## src/rtl/uart_fifo_link.sv

```systemverilog
// uart_fifo_link: buffered UART transceiver with TX/RX FIFOs, parity, stop bits and oversampled receive
module uart_fifo_link #(
  parameter int DATA_WIDTH = 8,
  parameter int BAUD_RATE  = 115_200,
  parameter int CLK_FREQ   = 50_000_000,
  parameter int OVERSAMPLE = 16,
  parameter int FIFO_DEPTH = 16,
  parameter int PARITY     = 0,
  parameter int STOP_BITS  = 1
) (
  input  logic                          clk,
  input  logic                          reset,
  input  logic                          ena,
  input  logic [DATA_WIDTH-1:0]         tx_data,
  input  logic                          tx_valid,
  output logic                          tx_ready,
  output logic                          tx_signal,
  output logic                          tx_busy,
  input  logic                          rx_signal,
  output logic [DATA_WIDTH-1:0]         rx_data,
  output logic                          rx_parity_err,
  output logic                          rx_frame_err,
  output logic                          rx_valid,
  input  logic                          rx_ready,
  output logic                          rx_overrun,
  input  logic                          err_clear,
  output logic [$clog2(FIFO_DEPTH):0]   tx_count,
  output logic [$clog2(FIFO_DEPTH):0]   rx_count
);
  localparam int CW   = $clog2(FIFO_DEPTH) + 1;
  localparam int AW   = $clog2(FIFO_DEPTH);
  localparam int DIVR = (CLK_FREQ + BAUD_RATE * OVERSAMPLE / 2) / (BAUD_RATE * OVERSAMPLE);
  localparam int DIV  = DIVR < 1 ? 1 : DIVR;
  localparam int DCW  = DIV > 1 ? $clog2(DIV) : 1;
  localparam int TW   = $clog2(OVERSAMPLE);
  typedef enum logic [2:0] {IDLE, START, DATA, PAR, STOP} st_t;
  logic [DCW-1:0] div_cnt;
  logic tick;
  assign tick = ena && div_cnt == DCW'(DIV - 1);
  always_ff @(posedge clk)
    if (reset) div_cnt <= '0;
    else div_cnt <= tick ? '0 : div_cnt + DCW'(ena);
  logic [DATA_WIDTH-1:0] tx_mem [FIFO_DEPTH];
  logic [AW-1:0] tx_wp, tx_rp;
  logic tx_push, tx_pop;
  logic [DATA_WIDTH-1:0] tx_head;
  assign tx_ready = tx_count != CW'(FIFO_DEPTH);
  assign tx_push = tx_valid && tx_ready;
  assign tx_head = tx_mem[tx_rp];
  always_ff @(posedge clk)
    if (reset) begin
      tx_wp <= '0;
      tx_rp <= '0;
      tx_count <= '0;
    end else begin
      if (tx_push) begin
        tx_mem[tx_wp] <= tx_data;
        tx_wp <= tx_wp + 1'b1;
      end
      if (tx_pop) tx_rp <= tx_rp + 1'b1;
      tx_count <= tx_count + CW'(tx_push) - CW'(tx_pop);
    end
  st_t tx_st, tx_nxt;
  logic [TW-1:0] tx_tc;
  logic [3:0] tx_bit;
  logic [DATA_WIDTH-1:0] tx_sh;
  logic tx_par, tx_end;
  assign tx_end = tick && tx_tc == TW'(OVERSAMPLE - 1);
  always_comb begin
    tx_nxt = tx_st;
    tx_pop = 1'b0;
    case (tx_st)
      IDLE: if (ena && tx_count != '0) begin
        tx_pop = 1'b1;
        tx_nxt = START;
      end
      START: if (tx_end) tx_nxt = DATA;
      DATA: if (tx_end && tx_bit == 4'(DATA_WIDTH - 1)) tx_nxt = PARITY != 0 ? PAR : STOP;
      PAR: if (tx_end) tx_nxt = STOP;
      default: if (tx_end && tx_bit == 4'(STOP_BITS - 1)) begin
        tx_pop = tx_count != '0;
        tx_nxt = tx_pop ? START : IDLE;
      end
    endcase
  end
  always_ff @(posedge clk)
    if (reset) begin
      tx_st <= IDLE;
      tx_tc <= '0;
      tx_bit <= '0;
      tx_sh <= '0;
      tx_par <= 1'b0;
    end else begin
      tx_st <= tx_nxt;
      tx_tc <= (tx_nxt != tx_st || tx_end) ? '0 : tx_tc + TW'(tick);
      tx_bit <= tx_nxt != tx_st ? '0 : tx_bit + 4'(tx_end);
      if (tx_pop) begin
        tx_sh <= tx_head;
        tx_par <= ^tx_head ^ (PARITY == 1);
      end else if (tx_end && tx_st == DATA) tx_sh <= tx_sh >> 1;
    end
  assign tx_signal = tx_st == START ? 1'b0 : tx_st == DATA ? tx_sh[0] : tx_st == PAR ? tx_par : 1'b1;
  assign tx_busy = tx_st != IDLE || tx_count != '0;
  logic rx_s1, rx_s2, rx_prev;
  always_ff @(posedge clk)
    if (reset) {rx_prev, rx_s2, rx_s1} <= 3'b111;
    else {rx_prev, rx_s2, rx_s1} <= {ena ? rx_s2 : rx_prev, rx_s1, rx_signal};
  st_t rx_st, rx_nxt;
  logic [TW-1:0] rx_tc;
  logic [3:0] rx_bit;
  logic [DATA_WIDTH-1:0] rx_sh;
  logic rx_pbit, rx_end, rx_mid, rx_wr, rx_perr, rx_push, rx_pop;
  assign rx_end = tick && rx_tc == TW'(OVERSAMPLE - 1);
  assign rx_mid = tick && rx_tc == TW'(OVERSAMPLE / 2 - 1);
  always_comb begin
    rx_nxt = rx_st;
    rx_wr = 1'b0;
    case (rx_st)
      IDLE: if (ena && rx_prev && !rx_s2) rx_nxt = START;
      START: if (rx_mid) rx_nxt = rx_s2 ? IDLE : DATA;
      DATA: if (rx_end && rx_bit == 4'(DATA_WIDTH - 1)) rx_nxt = PARITY != 0 ? PAR : STOP;
      PAR: if (rx_end) rx_nxt = STOP;
      default: if (rx_end) begin
        rx_wr = 1'b1;
        rx_nxt = IDLE;
      end
    endcase
  end
  always_ff @(posedge clk)
    if (reset) begin
      rx_st <= IDLE;
      rx_tc <= '0;
      rx_bit <= '0;
      rx_sh <= '0;
      rx_pbit <= 1'b0;
    end else begin
      rx_st <= rx_nxt;
      rx_tc <= (rx_nxt != rx_st || rx_end) ? '0 : rx_tc + TW'(tick);
      rx_bit <= rx_nxt != rx_st ? '0 : rx_bit + 4'(rx_end);
      if (rx_end && rx_st == DATA) rx_sh <= {rx_s2, rx_sh[DATA_WIDTH-1:1]};
      if (rx_end && rx_st == PAR) rx_pbit <= rx_s2;
    end
  assign rx_perr = PARITY != 0 && (^rx_sh ^ rx_pbit ^ (PARITY == 1));
  logic [DATA_WIDTH+1:0] rx_mem [FIFO_DEPTH];
  logic [AW-1:0] rx_wp, rx_rp;
  assign rx_valid = rx_count != '0;
  assign rx_push = rx_wr && rx_count != CW'(FIFO_DEPTH);
  assign rx_pop = rx_valid && rx_ready;
  assign {rx_data, rx_parity_err, rx_frame_err} = rx_valid ? rx_mem[rx_rp] : '0;
  always_ff @(posedge clk)
    if (reset) begin
      rx_wp <= '0;
      rx_rp <= '0;
      rx_count <= '0;
      rx_overrun <= 1'b0;
    end else begin
      if (rx_push) begin
        rx_mem[rx_wp] <= {rx_sh, rx_perr, !rx_s2};
        rx_wp <= rx_wp + 1'b1;
      end
      if (rx_pop) rx_rp <= rx_rp + 1'b1;
      rx_count <= rx_count + CW'(rx_push) - CW'(rx_pop);
      rx_overrun <= (rx_wr && !rx_push) ? 1'b1 : err_clear ? 1'b0 : rx_overrun;
    end
endmodule

```

## config.mk

```make
export PLATFORM = sky130hd
export DESIGN_NAME = uart_fifo_link
export DESIGN_NICKNAME = d
export VERILOG_FILES = /design/src/rtl/uart_fifo_link.sv
export SDC_FILE = /design/constraint.sdc
export NUM_CORES = 1
export LEC_CHECK = 0
export BUFFER_PORTS_ARGS = -buffer_cell sky130_fd_sc_hd__buf_4
export CORE_MARGIN = 2
export CORE_UTILIZATION = 50
export CTS_BUF_LIST = sky130_fd_sc_hd__clkbuf_4
export CTS_CLUSTER_DIAMETER = 30
export DETAILED_ROUTE_END_ITERATION = 12
export PLACE_DENSITY = 0.66
export SLEW_MARGIN = 10
export SYNTH_ARGS = -nofsm -noshare
export SYNTH_HDL_FRONTEND = slang
export SYNTH_SLANG_ARGS = --single-unit
```

## constraint.sdc

```tcl
create_clock -name clk -period 3.6 [get_ports clk]
set_input_delay 0.18 -clock clk [delete_from_list [all_inputs] [get_ports clk]]
set_output_delay 0.18 -clock clk [all_outputs]
set_load 0.005 [all_outputs]
```

==> impl_metrics.csv <==
group,metric,value,unit
sta,min_period,3.14,ns
floorplanning,rows,61,
setup_path,start_kind,"register",
yosys,synth_top_flop_cell,"edfxtp_1",
floorplanning,start_util,51.0,%
cells_and_area,area_growth,15.2,%
sta,fmax,318,MHz
sta,drv_slew,0,
setup_path,crit_top_cell,"mux4_2",
routing,vias,7542,
setup_path,r2r_end,"rx_count[4]$_SDFF_PP0_",
setup_path,crit_fanout,26,
grt,antenna_found_initial,1,
yosys,netlist_area,14200,um2
setup_path,ff2ff_path_depth,17,
yosys,synthTopCellsByArea,"edfxtp_1 (57%), mux4_2 (12%), dfxtp_1 (12%)",
sta,hold_violations,0,
clocking,cts_htree_levels,3,
hold_path,hp-start,"rx_ready",
yosys,ys.warnings.count,0,
routing,antenna_left,0,
clocking,hold_buffers,14,
pwr,p_total,9.78,mW
routing,drtIter0Drc,393,
place,gp_congestion,0.785,
grt,grt_pass1_vias,7903,
routing,wl_per_cell,17.7,um
setup_path,crit_path_cell_trace,"buf_12, mux4_2, mux4_2, and2_1, buf_4",
floorplanning,ios,40,
clocking,cts_root_buf,"clkbuf_4",
hold_path,min_path_cells,4,
pwr,leakage,6.03,nW
setup_path,crit_type,"register to output pin",
setup_path,crit_arrival,2.96,ns
grt,grt_overflow_total,0,
floorplanning,fp.dieH,173,um
yosys,synthCells,861,
grt,grt_pass1_wl,41.6,mm
sta,fin_tns_setup,0,ns
setup_path,end_kind,"output pin",
place,io_buffers,38,
sta,worst_pin_slew,0.904,ns
setup_path,max_stage_delay,0.59,ns
flow_run,drv_cap,0,
setup_path,crit_family,"multiplexers",
clocking,cts_tree,"done",
setup_path,reg2reg_from,"div_cnt[0]$_SDFF_PP0_",
yosys,async_flop_share,0,%
yosys,synth_seq_area_share,68.9,%
grt,grt_start_max_net_pins,66,
routing,routed_wl,25.6,mm
clocking,cts_sinks,354,
routing,drtPass1Iterations,6,
floorplanning,die-area,29800,um2
clocking,cts.repair.resized,0,
yosys,synth.most_common_cell,"edfxtp_1",
setup_path,worstPathRequired,3.42,ns
routing,top_layer,"met4",
floorplanning,coreArea,27900,um2
yosys,ys_ff_latch,354,
place,dpl.hpwl,17.0,mm
routing,wl_met2,13.1,mm
yosys,synth_top_area_share,57.4,%
hold_path,hp-class,"primary input to register",
setup_path,crit_slowest_cell,"dfxtp_2",
pwr,powerDensity,596,nW/um2
pwr,ir_drop,311,uV
clocking,clockBufferDepth,3,
routing,wirelength_met1,11.1,mm
yosys,syn_nets,910,
grt,grt_usage,17.7,%
sta,max_slew_margin,39.5,%
clocking,clkLatencyLatePin,0.72,ns
clocking,clk_pin_slew,0.06,ns
yosys,synth_top_area_cell,"edfxtp_1",
yosys,syn_avg_cell_area,16.5,um2
cells_and_area,nets,1055,
cells_and_area,final_util,58.7,%
sta,finalCritPeriodShare,87.3,%
yosys,ys_types,55,
sta,fin_skew,0.0574,ns
setup_path,worst-path-stages,5,
setup_path,crit_buf_inv,2,
sta,rsz0062_at_grt,"no",
cells_and_area,drive_above_1_share,27.7,%
sta,setup_violations,0,
routing,drc,0,
clocking,post_cts.repair.setup_buffers,0,
clocking,cts-buffers-inserted,91,
setup_path,r2r_slack,0.70,ns
yosys,synth-edff-count,272,
routing,wl_met3,960,um
routing,vias_per_cell,5.20,
outcome,outcome,"complete, no violations",
yosys,synth_common_cells,"edfxtp_1 (272), nor2_1 (94), dfxtp_1 (82)",
floorplanning,die_w,173,um
==> layer usage <==
layer | vias to the layer above | track usage, %
met5 | - | 0
met4 | 0 | 6.71
met3 | 46 | 3.87
met2 | 158 | 30.4
met1 | 3714 | 22.0
li1 | 3624 | -
==> state kept, by name (all words and copies together), names as in the netlist, 3 cells and up, named ones only <==
signal / cells
rx_wp: 4
tx_count: 5
rx_bit: 4
tx_tc: 4
tx_st: 3
tx_rp: 4
rx_sh: 8
tx_wp: 4
rx_tc: 4
tx_mem: 128
tx_sh: 8
rx_mem: 144
tx_bit: 4
div_cnt: 5
rx_st: 3
rx_rp: 4
rx_count: 5
==> cell families after synthesis <==
group | Yosys count | share of synthesized area (%)
DFF | 354 | 68.9
xor gates and xnor gates | 35 | 2.25
AOI/OAI and AO/OA | 64 | 2.92
buffers and inverters | 69 | 2.21
and+or+nand+nor | 212 | 7.10
other | 1 | 0.0263
muxes | 92 | 13.5
adders and majority gates | 34 | 3.09
==> per-stage QoR <==
| stage | setup slack (ns) | cells | hold slack (ns) | instance area, um2 |
|---|---|---|---|---|
| CTS | 0.356 | 1448 | 0.00750 | 16400 |
| global route | 0.282 | 1449 | 0.0315 | 16400 |
| floorplan | 0.484 | 861 | 0.279 | 14200 |
| detailed placement | 0.676 | 1277 | 0.375 | 15100 |
| global placement | 0.754 | 1277 | 0.368 | 15100 |
| finish | 0.458 | 1449 | 0.0543 | 16400 |
==> worst max path at each step <==
stage                                        end  slack [ns]
after detailed placement  rx_count[4]$_SDFF_PP0_        0.68
final                               rx_frame_err        0.46
after CTS                           rx_frame_err        0.36
after global placement    rx_count[4]$_SDFF_PP0_        0.75
after global routing                rx_frame_err        0.28
after floorplan           tx_count[4]$_SDFF_PP0_        0.48
==> placed cells by master (no fill, tap or decap), types with 11 or more instances in the layout <==
cell type and n:
nand3_1 11, buf_4 73, xnor2_1 19, clkinv_1 20, a22oi_1 18, dfxtp_1 79
a21oi_1 22, dlygate4sd3_1 14, inv_1 32, nor2_1 94, xor2_1 15, mux2i_1 13
ha_1 32, edfxtp_1 272, nand2_1 33, clkbuf_4 128, mux4_2 75, and2_1 17
==> report_power, final <==
group / total, mW / switching (mW) / internal, mW / leakage [nW]
clock network: 3.33 / 1.55 / 1.79 / 0.675
registers: 4.72 / 0.205 / 4.52 / 3.46
logic: 1.72 / 0.809 / 0.912 / 1.90
==> worst reg2reg max path, cell delays in order, from the launching register on <==
cell,delay (ns)
dfxtp_1,0.31
nand4b_1,0.20
nor3_1,0.32
nand2_1,0.18
inv_1,0.15
nand2_1,0.06
nor2_1,0.13
inv_1,0.06
ha_1,0.27
inv_1,0.04
ha_1,0.18
inv_1,0.07
fa_1,0.19
inv_1,0.05
a21oi_1,0.11
nor2_1,0.06
or3_1,0.34
a21oi_1,0.15
==> layout make-up <==
type,count,area (um2)
Tap cell,378,473
Inverter,32,120
Fill cell,2192,11500
Clock inverter,29,185
Sequential cell,354,9810
Clock buffer,128,961
Timing Repair Buffer,89,728
Multi-Input combinational cell,438,4120
Antenna cell,1,2.50
(Power assumes the default switching activity.)
